$ cat config.mk
export PLATFORM = sky130hd
export DESIGN_NAME = uart_mmio
export DESIGN_NICKNAME = d
export VERILOG_FILES = /design/src/rtl/uart_pkg.sv /design/src/rtl/uart_tx.sv /design/src/rtl/uart_mmio.sv
export SDC_FILE = /design/constraint.sdc
export NUM_CORES = 1
export LEC_CHECK = 0
export CAP_MARGIN = 20
export CORE_MARGIN = 1.5
export CORE_UTILIZATION = 55
export DETAILED_ROUTE_END_ITERATION = 10
export PLACE_DENSITY = 0.76
export SLEW_MARGIN = 20
export SYNTH_ARGS = -nofsm -noshare
export SYNTH_HDL_FRONTEND = slang
export SYNTH_HIERARCHICAL = 1
export SYNTH_SLANG_ARGS = --single-unit
$ cat constraint.sdc
create_clock -name clk -period 7.3 [get_ports clk]
set_input_delay 1.095 -clock clk [delete_from_list [all_inputs] [get_ports clk]]
set_output_delay 1.095 -clock clk [all_outputs]
set_load 0.01 [all_outputs]
$ cat src/rtl/uart_pkg.sv
// Shared definitions for the memory-mapped UART: register addresses, STATUS
// bit positions and the transmit/receive state encodings.
package uart_pkg;

    localparam logic [1:0] ADDR_DATA = 2'b00;
    localparam logic [1:0] ADDR_STAT = 2'b01;
    localparam logic [1:0] ADDR_DIV  = 2'b10;

    localparam int STAT_TX_BUSY  = 0;
    localparam int STAT_RX_VALID = 1;
    localparam int STAT_FERR     = 2;
    localparam int STAT_OVR      = 3;

    typedef enum logic [1:0] {TX_IDLE, TX_START, TX_DATA, TX_STOP} tx_state_t;
    typedef enum logic [1:0] {RX_IDLE, RX_START, RX_DATA, RX_STOP} rx_state_t;

    // A bit period below two clocks leaves no room for a half-period sample.
    function automatic logic [7:0] clamp_div(input logic [7:0] v);
        return (v < 8'd2) ? 8'd2 : v;
    endfunction

endpackage

$ cat src/rtl/uart_tx.sv
// 8N1 transmitter: start bit, eight data bits LSB first, stop bit, each bit
// lasting div clocks; div is read live at every terminal-count compare.
//
//   state    | meaning
//   TX_IDLE  | line high, waiting for start
//   TX_START | driving the start bit (0)
//   TX_DATA  | shifting out d0..d7
//   TX_STOP  | driving the stop bit (1); busy drops when it ends
import uart_pkg::*;

module uart_tx (
    input  logic       clk,
    input  logic       rst,
    input  logic [7:0] div,
    input  logic [7:0] data,
    input  logic       start,
    output logic       tx,
    output logic       busy
);

    tx_state_t  state;
    logic [7:0] cnt;
    logic [7:0] sh;
    logic [2:0] bit_idx;
    logic       bit_end;

    assign bit_end = (cnt >= div - 8'd1);

    always_ff @(posedge clk or posedge rst) begin
        if (rst) begin
            state   <= TX_IDLE;
            tx      <= 1'b1;
            busy    <= 1'b0;
            cnt     <= 8'd0;
            sh      <= 8'd0;
            bit_idx <= 3'd0;
        end else begin
            case (state)
                TX_IDLE: begin
                    if (start) begin
                        sh    <= data;
                        tx    <= 1'b0;
                        busy  <= 1'b1;
                        cnt   <= 8'd0;
                        state <= TX_START;
                    end
                end
                TX_START: begin
                    if (bit_end) begin
                        cnt     <= 8'd0;
                        tx      <= sh[0];
                        sh      <= sh >> 1;
                        bit_idx <= 3'd0;
                        state   <= TX_DATA;
                    end else begin
                        cnt <= cnt + 8'd1;
                    end
                end
                TX_DATA: begin
                    if (bit_end) begin
                        cnt <= 8'd0;
                        if (bit_idx == 3'd7) begin
                            tx    <= 1'b1;
                            state <= TX_STOP;
                        end else begin
                            tx      <= sh[0];
                            sh      <= sh >> 1;
                            bit_idx <= bit_idx + 3'd1;
                        end
                    end else begin
                        cnt <= cnt + 8'd1;
                    end
                end
                TX_STOP: begin
                    if (bit_end) begin
                        cnt   <= 8'd0;
                        busy  <= 1'b0;
                        state <= TX_IDLE;
                    end else begin
                        cnt <= cnt + 8'd1;
                    end
                end
                default: state <= TX_IDLE;
            endcase
        end
    end

endmodule

$ cat src/rtl/uart_mmio.sv
// Memory-mapped 8N1 UART: register file, baud divisor, loopback mux and the
// receiver; the transmitter lives in uart_tx.
//
//   state    | meaning
//   RX_IDLE  | waiting for a falling edge on the line
//   RX_START | half-period check that the start bit is real
//   RX_DATA  | sampling d0..d7 at bit centres
//   RX_STOP  | sampling the stop bit; store byte or flag framing error
import uart_pkg::*;

module uart_mmio #(
    parameter int DEFAULT_DIV = 16
) (
    input  logic       clk,
    input  logic       rst,
    input  logic       en,
    input  logic [1:0] addr,
    input  logic       we,
    input  logic       re,
    input  logic [7:0] wdata,
    output logic [7:0] rdata,
    input  logic       rx,
    output logic       tx,
    output logic       tx_busy,
    output logic       rx_valid
);

    logic [7:0] div_r;
    logic [7:0] rx_data_r;
    logic       ovr;
    logic       ferr;
    logic       tx_start;

    assign tx_start = we && (addr == ADDR_DATA) && !tx_busy;

    uart_tx u_tx (
        .clk   (clk),
        .rst   (rst),
        .div   (div_r),
        .data  (wdata),
        .start (tx_start),
        .tx    (tx),
        .busy  (tx_busy)
    );

    logic rx_s1, rx_s2, line, line_q;

    // Loopback taps the registered tx directly; it is already in this domain.
    assign line = en ? tx : rx_s2;

    always_ff @(posedge clk or posedge rst) begin
        if (rst) begin
            rx_s1  <= 1'b1;
            rx_s2  <= 1'b1;
            line_q <= 1'b1;
        end else begin
            rx_s1  <= rx;
            rx_s2  <= rx_s1;
            line_q <= line;
        end
    end

    rx_state_t  rx_state;
    logic [7:0] rx_cnt;
    logic [7:0] rx_sh;
    logic [2:0] rx_idx;
    logic       rx_store;
    logic       rx_ferr;
    logic [7:0] half;

    assign half = {1'b0, div_r[7:1]};

    // A line held low after a framing error never shows line_q=1,line=0, so
    // IDLE waits for it to return high before accepting a new start bit.
    always_ff @(posedge clk or posedge rst) begin
        if (rst) begin
            rx_state <= RX_IDLE;
            rx_cnt   <= 8'd0;
            rx_sh    <= 8'd0;
            rx_idx   <= 3'd0;
            rx_store <= 1'b0;
            rx_ferr  <= 1'b0;
        end else begin
            rx_store <= 1'b0;
            rx_ferr  <= 1'b0;
            case (rx_state)
                RX_IDLE: begin
                    if (line_q && !line) begin
                        rx_cnt   <= 8'd0;
                        rx_state <= RX_START;
                    end
                end
                RX_START: begin
                    if (rx_cnt >= half - 8'd1) begin
                        rx_cnt <= 8'd0;
                        rx_idx <= 3'd0;
                        rx_state <= line ? RX_IDLE : RX_DATA;
                    end else begin
                        rx_cnt <= rx_cnt + 8'd1;
                    end
                end
                RX_DATA: begin
                    if (rx_cnt >= div_r - 8'd1) begin
                        rx_cnt <= 8'd0;
                        rx_sh  <= {line, rx_sh[7:1]};
                        if (rx_idx == 3'd7) rx_state <= RX_STOP;
                        else                rx_idx   <= rx_idx + 3'd1;
                    end else begin
                        rx_cnt <= rx_cnt + 8'd1;
                    end
                end
                RX_STOP: begin
                    if (rx_cnt >= div_r - 8'd1) begin
                        rx_cnt   <= 8'd0;
                        rx_store <= line;
                        rx_ferr  <= !line;
                        rx_state <= RX_IDLE;
                    end else begin
                        rx_cnt <= rx_cnt + 8'd1;
                    end
                end
                default: rx_state <= RX_IDLE;
            endcase
        end
    end

    // Read side effects come first so a same-cycle store or error wins.
    always_ff @(posedge clk or posedge rst) begin
        if (rst) begin
            div_r     <= 8'(DEFAULT_DIV);
            rx_data_r <= 8'd0;
            rdata     <= 8'd0;
            rx_valid  <= 1'b0;
            ovr       <= 1'b0;
            ferr      <= 1'b0;
        end else begin
            if (we && addr == ADDR_DIV) div_r <= clamp_div(wdata);
            if (re) begin
                case (addr)
                    ADDR_DATA: begin
                        rdata    <= rx_data_r;
                        rx_valid <= 1'b0;
                    end
                    ADDR_STAT: begin
                        rdata <= {4'b0, ovr, ferr, rx_valid, tx_busy};
                        ovr   <= 1'b0;
                        ferr  <= 1'b0;
                    end
                    ADDR_DIV: rdata <= div_r;
                    default:  rdata <= 8'd0;
                endcase
            end
            if (rx_store) begin
                rx_data_r <= rx_sh;
                rx_valid  <= 1'b1;
                if (rx_valid) ovr <= 1'b1;
            end
            if (rx_ferr) ferr <= 1'b1;
        end
    end

endmodule

==> results of run 1 <==
[power groups by stage]
| stage | combinational (mW) | clock (mW) | sequential [mW] |
|---|---|---|---|
| 4_1_cts | 0.439 | 0.354 | 0.591 |
| 6_report | 0.436 | 0.350 | 0.592 |
| 5_1_grt | 0.498 | 0.372 | 0.604 |
| 3_3_place_gp | 0.408 | 0 | 0.592 |
| 3_5_place_dp | 0.434 | 0 | 0.599 |
| 2_1_floorplan | 0.357 | 0 | 0.556 |
[Yosys cell counts (3+ instances only)]
cell,n,share of area
a21oi_4,3,0.011
clkbuf_1,6,0.0050
a22oi_1,3,0.0050
inv_1,27,0.023
dfstp_2,5,0.029
nor3_1,8,0.0089
nor3b_1,5,0.0083
o21ai_0,23,0.026
a211oi_1,6,0.010
nand2b_1,8,0.011
nand3_1,8,0.0089
ha_1,39,0.11
a22o_1,5,0.0097
and3_1,5,0.0070
a21oi_1,21,0.023
nand2_1,32,0.027
xnor2_1,10,0.019
dfrtp_1,71,0.39
nor2b_1,7,0.0097
mux2_2,38,0.095
nand4_1,3,0.0042
mux2i_1,9,0.020
o211ai_1,3,0.0050
nor2_1,24,0.020
o22ai_1,7,0.0097
a21o_1,6,0.010
xor2_1,9,0.018
[state kept, by name, summed over array words and instances (netlist names), 2 cells and up, named ones only]
name and cells:
u_tx/sh 8, u_tx/cnt 8, rdata 8, rx_idx 3
div_r 8, u_tx/state 2, u_tx/bit_idx 3, rx_data_r 8
rx_cnt 8, rx_sh 8
[cell type report]
cell class,instances,share of cell area
Clock buffer,9,0.0245
Clock inverter,7,0.0173
Inverter,27,0.0200
Multi-Input combinational cell,316,0.483
Sequential cell,76,0.377
Tap cell,102,0.0252
Timing Repair Buffer,27,0.0529
[cells by family (layout without fill, tap and decap cells)]
group,count (synthesis),count (layout),synth area share
fa+ha+maj,39,39,0.108
buf+inv,37,70,0.0320
simple gates,115,115,0.130
flops,76,76,0.424
compound gates,96,96,0.154
mux,47,47,0.115
xor+xnor,19,19,0.0370
[worst max-delay path, stage by stage]
cell             delay [ps]
clkdlybuf4s50_1         660
nor4b_1                 750
nor2b_1                 390
a2111oi_4               710
mux2_2                  410
[per-layer routing]
metal | routed length (um) | part of all wire
met5 | 0 | 0
met2 | 4680 | 0.50
met4 | 146 | 0.016
met3 | 334 | 0.036
met1 | 4220 | 0.45
[final timing paths]
path	start	slack (ps)	to	cells after the start
max	addr[1]	3520	u_tx/sh[6]$_DFFE_PP0P_	5
min	rx_s1$_DFF_PP1_	360	rx_s2$_DFF_PP1_	0
max reg2reg	div_r[3]$_DFFE_PP0P_	3960	u_tx/sh[6]$_DFFE_PP0P_	10
min reg2reg	rx_s1$_DFF_PP1_	360	rx_s2$_DFF_PP1_	0
max in group asynchronous	rst	5510	u_tx/cnt[7]$_DFFE_PP0P_	2
min in group asynchronous	rst	1230	rdata[1]$_DFFE_PP0P_	3
[through the flow]
| stage | hold WS (ps) | worst slack, ps |
|---|---|---|
| after CTS | 364 | 3570 |
| after detailed placement | 355 | 3200 |
| after global routing | 360 | 3250 |
| final | 361 | 3520 |
| after global placement | 352 | 3220 |
| after floorplan | 345 | 4280 |
==> metrics, run 1 <==
outcome completed; # H-tree levels 3; via count 3350; DR DRC count 0; Slew HR 0.379; crit path DAT 4030 ps; met1 Resource Use GR 0.304; Skew-Pair Late Insertion Delay 370 ps; io pins 27; die height 93.4 um; setup bufs post-CTS 0; hold crit path type register to register; placed cells 548; core footprint 7810 um2; largest net degree at the start of global routing 54; Crit. End Element register; post-synthesis register bit count 76; CTS Buffer Depth 2; CTS Hold Bufs 0; die width 93.4 um; most common cell after layout, fill and taps aside dfrtp_1; Final Skew 17.5 ps; gr usage total 0.238; layer with the highest usage met2; syn avg cell area 10.5 um2; Synth async-reset ratio 1.00; PortBufs 26; initial antenna violation count 0; Post-DP HPWL 6740 um; area delta synth->final 12.5%; Psw 510 uW; setup TNS 0 ps; clock sink count 76; CTS tree done; CTS Buf Count 9; first-pass GRT wire length 16200 um; Period Utilization, post-route 0.518; die area 8730 um2; register area share after synthesis 0.424; Power per Cell Area 272 nW/um2; Power, Total 1.38 mW; post-synth cell types 56; WL/cell 16.6 um; DR iter-0 viols 204; non-filler cells, final 564; Max FO, Critical Path 13; met3 Usage GRT 0.0496; nets@finish 512; syn nets 484; power share of the clock group 0.254; GRT met2 Usage 0.392; Ant. Diodes 0; sw frac 0.370; Crit path required time 7550 ps; grt total ovfl 0; Top FF cell, synth dfrtp_1; drt pass-1 iters 4; setup violators final 0; vias in the first global route 3457; Post-DRT Antenna Nets 0; Fmax 0.265 GHz; FP Rows 32; VDD IR max 0.140 mV; Initial Util 0.576; Leak 2.28 nW; Mapped Area 4500 um2; Startpoint Class input port; Final Cell Area 5060 um2; share of layout cells above drive strength 1 0.165; EDFF count, synth 0; final hold viol count 0; Sequential Power Share 0.430; routability cong. 0.796; Finished Core Util 0.648; critical path type input port to register; commonest non-fill, non-tap cells in the layout dfrtp_1 (71), ha_1 (39), mux2_2 (38); Fillers 584; synth warn 6; Worst-Margin Slew 930 ps; Vias/cell 5.94; storage element area 1910 um2; max cap viols 0; Post-Syn Instances 429; Int Power 868 uW; post-CTS sizing 0; fin crit period 3780 ps; Comb pwr share 0.317; drt total wl 9380 um; RSZ-0062 raised after global routing false; Slew Viols, Final 0; area taken by multi-input logic gates 2450 um2; Clock Pin Slew Worst Setup and Hold Paths 90 ps; area of placed instances 4850 um2; CTS root buf clkbuf_8
Power figures use the tool's default switching activity.
==> inputs of run 2 (changes only) <==
CORE_UTILIZATION = 54   (was 55)
PLACE_DENSITY = 0.77   (was 0.76)
clock period = 3.27 ns   (was 7.3 ns; I/O delays follow)
==> run 2 against run 1 <==
Against the previous run:
- total power rose by 120%
- critical path depth rose by 6
- setup slack got worse by 3300 ps
- clock power rose by 100%
- clock skew fell by 3.3 ps
- via count rose by 0.27%
- critical path type is now register to register
- largest power group unchanged
- highest routed layer unchanged
==> metrics, run 2 (same netlist as run 1, synthesis figures left out) <==
DR iter-0 viols 160 (-22%); Startpoint Class register; Period Utilization, post-route 0.939; most common cell after layout, fill and taps aside dfrtp_1; PortBufs 26 (unchanged); WL/cell 16.7 um (+0.60%); Skew-Pair Late Insertion Delay 360 ps (about the same); placed cells 557 (+1.6%); Worst-Margin Slew 915 ps (-15.3 ps); dpl ws 120 ps (-3080 ps); first-pass GRT wire length 16200 um (unchanged); area of placed instances 4900 um2 (+1.0%); drt total wl 9620 um (+2.6%); Worst Hold Path Cells 0 (unchanged); VDD IR max 0.352 mV (+150%); Max FO, Critical Path 10 (-3); clock sink count 76 (unchanged); gr usage total 0.238 (about the same); max cap viols 0 (unchanged); via count 3359 (+0.27%); Fmax 0.326 GHz; Final Cell Area 5110 um2 (+0.99%); outcome completed; vias in the first global route 3366 (-2.6%); io pins 27 (unchanged); grt total ovfl 0 (unchanged); share of layout cells above drive strength 1 0.179 (+0.0142); die width 94.3 um (+0.89%); Finished Core Util 0.629 (-0.0199); die area 8890 um2 (+1.8%); initial antenna violation count 0 (unchanged); CTS root buf clkbuf_8; R2R cell count 11 (+1); smallest hold slack 358 ps (-2.63 ps); setup violators final 0 (unchanged); Initial Util 0.553 (-0.0231); FP Rows 33 (+3.1%); Slew Viols, Final 0 (unchanged); hold crit path type register to register; CTS tree done; CTS Buf Count 9 (unchanged); commonest non-fill, non-tap cells in the layout dfrtp_1 (71), ha_1 (39), mux2_2 (38); nets@finish 520 (+1.6%); Crit path required time 3510 ps (-4040 ps); DR DRC count 0 (unchanged); Crit. End Element register; CTS Hold Bufs 0 (unchanged); final setup margin 201 ps (-3320 ps); crit path DAT 3310 ps (-720 ps); Vias/cell 5.84 (-1.6%); largest net degree at the start of global routing 24 (-56%); non-filler cells, final 575 (+2.0%); flop2flop setup slack 200 ps (-3760 ps); die height 94.3 um (+0.89%); Power per Cell Area 590 nW/um2 (+120%); Ant. Diodes 0 (unchanged); setup TNS 0 ps (unchanged); routability cong. 0.823 (+3.4%); Final Skew 14.2 ps (-3.30 ps); Post-DRT Antenna Nets 0 (unchanged); Clock Pin Slew Worst Setup and Hold Paths 100 ps (about the same); Post-DP HPWL 7100 um (+5.4%); # H-tree levels 3 (unchanged); Leak 2.31 nW (+1.3%); drt pass-1 iters 5 (+1); core footprint 8130 um2 (+4.2%); Slew HR 0.390 (+0.0108); CTS Buffer Depth 2 (unchanged); area delta synth->final 13.7%; final hold viol count 0 (unchanged); Power, Total 3.02 mW (+120%); fin crit period 3070 ps; critical path type register to register
==> run 2: cell count changes in the layout (fill, tap and decap cells not counted) <==
cell       change
buf_4          +8
a21oi_2        -1
a21oi_4        +1
bufinv_16      -1
clkinv_4       +1
==> run 2: metal layers <==
| metal | vias up | track usage | part of all wire |
|---|---|---|---|
| li1 | 1612 | - | - |
| met1 | 1676 | 0.319 | 0.47 |
| met2 | 58 | 0.391 | 0.49 |
| met3 | 13 | 0.0413 | 0.023 |
| met4 | 0 | 0.0746 | 0.018 |
| met5 | - | 0 | 0 |
==> run 2: path summary, 6_finish.rpt <==
kind                                            from                 endpoint
worst max-delay path            div_r[1]$_DFFE_PP0P_     rx_sh[5]$_DFFE_PP0P_
worst min-delay path                 rx_s1$_DFF_PP1_          rx_s2$_DFF_PP1_
worst max register to register  div_r[1]$_DFFE_PP0P_     rx_sh[5]$_DFFE_PP0P_
worst min register to register       rx_s1$_DFF_PP1_          rx_s2$_DFF_PP1_
max in group asynchronous                        rst  u_tx/cnt[6]$_DFFE_PP0P_
min in group asynchronous                        rst    rx_cnt[7]$_DFFE_PP0P_
==> run 2: critical path, cell delays in order, from the launching register on <==
cell and delay (ps):
dfrtp_1 420, inv_1 180, ha_1 280, nor3b_1 330
nand2_1 110, xor2_1 170, ha_1 310, a21oi_1 150
o21a_1 160, inv_1 90, o211ai_4 360, mux2_2 390
==> run 2: layout make-up <==
cell class / instances / area [um2]
Multi-Input combinational cell: 316 / 2450
Clock inverter: 7 / 66.3
Inverter: 27 / 101
Fill cell: 636 / 3020
Clock buffer: 9 / 124
Sequential cell: 76 / 1910
Timing Repair Buffer: 35 / 328
Tap cell: 105 / 131
==> run 2: repair_timing <==
| item | CTS | global route |
|---|---|---|
| resized for setup | 0 | 1 |
| setup buffers | 0 | 2 |
| endpoints found under the setup margin | 0 | 12 |
==> run 2: where the power goes <==
group	internal, mW	switching (mW)
combinational	0.473	0.528
sequential	1.10	0.207
clock	0.297	0.409
